## config.mk

```make
export PLATFORM = sky130hd
export DESIGN_NAME = fft_input_loader
export DESIGN_NICKNAME = d
export VERILOG_FILES = /design/src/rtl/fft_input_loader.sv
export SDC_FILE = /design/constraint.sdc
export NUM_CORES = 2
export LEC_CHECK = 0
export CAP_MARGIN = 15
export CORE_MARGIN = 4
export CORE_UTILIZATION = 52
export CTS_BUF_LIST = sky130_fd_sc_hd__clkbuf_8
export DETAILED_ROUTE_END_ITERATION = 10
export GPL_TIMING_DRIVEN = 0
export PLACE_DENSITY = 0.78
export SLEW_MARGIN = 20
export SYNTH_ARGS = -nofsm -noshare
export SYNTH_HDL_FRONTEND = slang
export SYNTH_SLANG_ARGS = --single-unit
```

## constraint.sdc

```tcl
create_clock -name clk -period 5.26 [get_ports clk]
set_input_delay 1.052 -clock clk [delete_from_list [all_inputs] [get_ports clk]]
set_output_delay 1.052 -clock clk [all_outputs]
set_load 0.02 [all_outputs]
```

## src/rtl/fft_input_loader.sv

```systemverilog
// -----------------------------------------------------------------------------
// fft_input_loader
//
// Front end of the 32-point FFT datapath. It collects a serial stream of
// complex samples into a ping-pong frame store. Each complete frame is
// presented as packed parallel real/imag buses to the stage-0 butterflies.
// While one frame is held for the downstream stage, the other bank loads.
//
// Handshakes (both sides):
//   A beat transfers on a rising clk edge where valid && ready.
//   A source holds its payload stable until that happens.
//   ready never depends combinationally on valid. Both in_ready and out_valid
//   are decoded from registers only.
//
// Ports:
//   clk               rising-edge clock
//   rst               synchronous, active-high reset
//   in_valid/in_ready serial sample handshake
//   in_real/in_imag   serial sample (data_width bits each, two's complement)
//   out_valid/out_ready
//                     frame handshake
//   output_data_real  packed frame, slot k at [(k+1)*data_width-1 : k*data_width]
//   output_data_imag  packed frame, same slot layout
//
// Build option:
//   FFT_INPUT_LOADER_BIT_REVERSE_EN - when defined, sample n is stored in the
//   slot given by bit-reversing n. The frame then leaves in the order a
//   decimation-in-time stage 0 expects. When undefined, natural order is used.
// -----------------------------------------------------------------------------
module fft_input_loader #(
  parameter int data_width = 8,
  parameter int no_in_out  = 32
) (
  input  logic                            clk,
  input  logic                            rst,
  input  logic                            in_valid,
  output logic                            in_ready,
  input  logic [data_width-1:0]           in_real,
  input  logic [data_width-1:0]           in_imag,
  output logic                            out_valid,
  input  logic                            out_ready,
  output logic [no_in_out*data_width-1:0] output_data_real,
  output logic [no_in_out*data_width-1:0] output_data_imag
);

  localparam int cw = (no_in_out > 1) ? $clog2(no_in_out) : 1;
  localparam int fw = no_in_out * data_width;
  localparam logic [cw-1:0] last_cnt = cw'(no_in_out - 1);

  // Each bank holds one frame, already packed in output slot order.
  logic [fw-1:0] bank_real [2];
  logic [fw-1:0] bank_imag [2];

  logic          wr_bank;
  logic          rd_bank;
  logic [1:0]    full;
  logic [cw-1:0] wr_cnt;
  logic [cw-1:0] wr_slot;
  logic          accept_in;
  logic          accept_out;

  // Map the arrival index to a storage slot.
  function automatic logic [cw-1:0] idx(input logic [cw-1:0] n);
`ifdef FFT_INPUT_LOADER_BIT_REVERSE_EN
    logic [cw-1:0] r;
    r = '0;
    for (int i = 0; i < cw; i++) begin
      r[cw-1-i] = n[i];
    end
    return r;
`else
    return n;
`endif
  endfunction

  assign in_ready   = ~full[wr_bank];
  assign out_valid  = full[rd_bank];
  assign accept_in  = in_valid & in_ready;
  assign accept_out = out_valid & out_ready;
  assign wr_slot    = idx(wr_cnt);

  // The read bank is shown continuously. After a frame is taken, the buses
  // show the other bank. That bank may be partially loaded, so the buses are
  // only meaningful while out_valid is high.
  assign output_data_real = bank_real[rd_bank];
  assign output_data_imag = bank_imag[rd_bank];

  // A frame can complete in the same cycle that another frame is taken.
  // The write bank is never full when accepting, and the read bank is always
  // full when taken. So the two updates below always touch different full bits.
  always_ff @(posedge clk) begin
    if (rst) begin
      wr_cnt  <= '0;
      wr_bank <= 1'b0;
      rd_bank <= 1'b0;
      full    <= 2'b00;
      for (int b = 0; b < 2; b++) begin
        bank_real[b] <= '0;
        bank_imag[b] <= '0;
      end
    end else begin
      if (accept_in) begin
        bank_real[wr_bank][int'(wr_slot)*data_width +: data_width] <= in_real;
        bank_imag[wr_bank][int'(wr_slot)*data_width +: data_width] <= in_imag;
        if (wr_cnt == last_cnt) begin
          wr_cnt        <= '0;
          full[wr_bank] <= 1'b1;
          wr_bank       <= ~wr_bank;
        end else begin
          wr_cnt <= wr_cnt + 1'b1;
        end
      end
      if (accept_out) begin
        full[rd_bank] <= 1'b0;
        rd_bank       <= ~rd_bank;
      end
    end
  end

endmodule
```

==> summary.md <==
The flow ran to the end, and the final reports show no timing, DRC or antenna violations. The run gives 0 as the reported max-cap violation count. The number of clock sinks was 1034; the maximum fanout encountered on the critical timing path was 16.

The via count of the first global-routing pass is 29.0k, and the mux cell area share after synthesis is 13.3%. The tools report the total global routing overflow as 0. Yosys instantiated no cell more often than sky130_fd_sc_hd__edfxtp_1.

The clock reaches the later pin of the worst-skew pair after 0.83 ns. The worst setup skew after layout came out at 0.0485 ns. Via-per-instance ratio: 5.93. In this run the critical register-to-register path is launched from wr_cnt[0]. The die is 297 µm wide. The congestion estimate from routability-driven global placement came to 0.883.

Setup total negative slack on the finished layout was measured at 0 ns. The number of filler instances in the final layout came out at 5971. The number of design rule violations left after detail routing is 0, and the post-synthesis adder-cell area fraction is 0.115%. By area the synthesized netlist is led by sky130_fd_sc_hd__edfxtp_1 71%, sky130_fd_sc_hd__mux2_2 13%, sky130_fd_sc_hd__nor2_1 8.7%, sky130_fd_sc_hd__clkbuf_1 1.3%, sky130_fd_sc_hd__nand2_1 1.0%. TritonCTS built the clock tree. In this run, CTS created clock tree buffers numbering 164. Summed over all cells, the static leakage comes to 0.0174 µW. The largest total area in the synthesized netlist belongs to sky130_fd_sc_hd__edfxtp_1. Largest family of logic cells by synthesized area: multiplexers. Counting flops with an async set or reset pin after synthesis yields a share of 0%.

The floorplan has 105 rows. The tools report the nature of the critical path endpoint as a register. The run gives 0 as the number of hold violations in the final report. In this run the number of H-tree levels came out at 4. Worst hold slack: 0.553 ns. The depth of the worst register-to-register path is 10, and the count of final setup violators is 0. The detail route stage leaves a number of antenna-violating nets equal to 0.

The area inside the core boundary came out at 0.0825 mm². The logs give 0.16 ns for the worst setup slack for register-to-register paths and 3130 for the net count after synthesis. After the first detailed-routing iteration, the DRC count stood at 3642. Number of buffers added to fix hold violations after cts: 0.

The cell depth of the worst min-delay path was 2. The path with the worst hold slack has its endpoint at wr_cnt[4]. Ratio of total power to cell area: 319 mW/mm². For the pin with the worst max-slew slack, the measured transition is 1.28 ns. In the final routed layout, each cell accounts on average for 28.2 µm. The worst setup path is launched from a register. In the final layout, the share of cells above drive strength 1 is 20.3%.

The run gives 198000 µm as the wire length of the first global-routing pass. Estimated wirelength of the detail-placed design: 98600 µm. Endpoint of the lowest-slack register-to-register path: bank_real[0][84]. The number of port buffers is 523, and the peak ir drop on the vdd network is 295 µV. The die covers 0.0882 mm². The run gives 6 as the number of detailed-route iterations in the first pass. The die is 297 µm tall. Sequential elements use 71.2% of the synthesized area. The critical path is of the reg -> reg type.

The number of antenna violations at the first check in global routing is 7, and the starting density of the core is 52.7%. The compound-gate portion of the synthesized area was 0.758%. In this run the tightest slew margin relative to its limit is 14.2%.

Timing would allow up to 196 MHz. Counting along the longest clock path gives a buffer depth of 3. The share of the cycle needed by the critical path after routing is 97.1%.

Worst hold path startpoint: wr_cnt[4]. The synthesized netlist occupies a cell area of 0.0434 mm². Compared with the post-synthesis result, the final layout area differs by 22.2%.

In this run the worst setup path begins at wr_cnt[0]. The worst min-delay path category is reg -> reg. The count of boundary I/O pins was 534.

The Yosys step of the flow raised 0 warnings. Dividing the synthesized area by the synthesized cell count gives 14.0 µm². Setup repair after global routing left no endpoint under its margin. The cell area after placement was 0.0502 mm²; the flip-flop and latch count after synthesis was 1034.

The tools report the data arrival time of the worst path as 5.52 ns. Pin count of the biggest net entering global routing: 17. Ranked by instance count, the synthesized netlist is headed by 1024 x sky130_fd_sc_hd__edfxtp_1, 1003 x sky130_fd_sc_hd__nor2_1, 514 x sky130_fd_sc_hd__mux2_2. Cells fill 64.4% of the core in the end. The required time of the worst setup path was 5.67 ns; the post-route minimum period was 5.10 ns. Synthesis produced a netlist whose cell count is 3106. Clock-pin slew was measured on the worst setup and hold paths at 0.07 ns. The dominant synthesized flop cell is sky130_fd_sc_hd__edfxtp_1. The root buffer cell chosen for the clock tree is sky130_fd_sc_hd__clkbuf_8. Number of max-slew violations in the final report: 0. The area share of xor/xnor cells in the synthesized design works out to 0.0605%. The detailed router placed 29.6k vias in this run. The post-synthesis simple-gate area fraction is 12.7%, and the overall routed net length is 141000 µm. The fraction of synthesized cell area taken by the top area cell type is 70.8%, and the total routing resource utilization after global routing is 31.1%. For this run, the post-layout net count is 3828. The summed area of non-filler cells in the final layout is 0.0531 mm², and the number of synthesized flops with an enable pin is 1024. The run gives 45 as the number of library cell types mapped by synthesis.
-- per-stage QoR --
stage                     power, µW  cells  worst slack (ns)
final                         16900   4997             0.155
after global routing          17400   4994            0.0227
after CTS                     16900   4992             0.158
after detailed placement      10800   4707             0.253
after global placement        10800   4699             -1.65
after floorplan               10200   3106              1.56
-- how the worst max path moves through the flow --
| stage | endpoint | slack (ns) | cells after the start |
|---|---|---|---|
| 6_report | bank_real[0][84] | 0.16 | 10 |
| 5_1_grt | bank_real[0][103] | 0.02 | 11 |
| 4_1_cts | output_data_imag[197] | 0.16 | 5 |
| 3_5_place_dp | bank_imag[0][51] | 0.25 | 10 |
| 3_3_place_gp | bank_real[1][131] | -1.65 | 11 |
| 2_1_floorplan | bank_imag[1][128] | 1.56 | 11 |
-- kinds of logic (layout without fill, tap and decap cells) --
| family | Yosys count | in the layout |
|---|---|---|
| AO/OA/AOI/OAI | 43 | 43 |
| multiplexers | 514 | 514 |
| XOR/XNOR | 3 | 3 |
| buffers and inverters | 195 | 1012 |
| flip-flops | 1034 | 1034 |
| AND/OR/NAND/NOR | 1313 | 1313 |
| other | 0 | 4 |
| adder cells (fa/ha/maj) | 4 | 4 |
-- routing by layer --
layer  track usage (%)  part of all wire, %  vias up
met3              7.63                   12      360
met2              49.6                   47     2025
met1              39.8                   36    14800
li1                  -                    -    12500
met5                 0                0.034        -
met4              16.2                  5.6        6
-- sequential cells by signal (all words and copies together), names as in the netlist, named ones only --
register,flops
full,2
wr_bank,1
wr_cnt,5
bank_imag,512
rd_bank,1
bank_real,512
-- report_power, final --
part / internal [µW] / total, µW / switching [µW]
registers: 9370 / 9460 / 84.3
clock network: 3100 / 6290 / 3190
logic: 395 / 1200 / 803
-- worst max-delay path: stages, from the launching register on --
cell and delay (ns):
sky130_fd_sc_hd__dfxtp_1 0.47, sky130_fd_sc_hd__clkbuf_1 0.40, sky130_fd_sc_hd__inv_1 0.09, sky130_fd_sc_hd__ha_1 0.28
sky130_fd_sc_hd__nand2b_1 0.11, sky130_fd_sc_hd__nor2_1 0.05, sky130_fd_sc_hd__ha_1 0.27, sky130_fd_sc_hd__clkbuf_1 0.41
sky130_fd_sc_hd__nor4b_1 0.99, sky130_fd_sc_hd__nand4_1 0.73, sky130_fd_sc_hd__nand2b_1 0.88
-- cell type report --
class | count | area [µm²] | area share, %
clock buffers | 167 | 2300 | 4.33
plain buffers | 188 | 763 | 1.44
diodes | 4 | 10.0 | 0.0188
repair buffers | 532 | 5330 | 10.0
flip-flops and latches | 1034 | 30900 | 58.3
well taps | 1070 | 1340 | 2.52
multi-input cells | 1877 | 11800 | 22.2
clock inverters | 118 | 623 | 1.17
inverters | 7 | 26.3 | 0.0495
-- layout by cell type (no fill, tap or decap), drive strengths merged, types with 4 or more instances in the layout --
| cell type | n |
|---|---|
| inv | 67 |
| nand4 | 10 |
| dfxtp | 10 |
| clkinvlp | 5 |
| ha | 4 |
| nor2 | 1003 |
| nand3 | 59 |
| a21oi | 7 |
| clkdlybuf4s50 | 523 |
| mux2 | 514 |
| nor4 | 8 |
| nand2 | 117 |
| diode | 4 |
| clkinv | 50 |
| clkbuf | 321 |
| edfxtp | 1024 |
| nor3 | 15 |
| nor2b | 8 |
| nand2b | 43 |
| buf | 43 |
| a31o | 10 |
| a21o | 10 |
| and2 | 38 |
-- what timing repair did --
item / CTS / global route
gates resized for setup: 1 / 0
buffers inserted: 0 / 0
endpoints found under the setup margin: 20 / 0
Note: power is estimated with default switching activity, not from simulation.
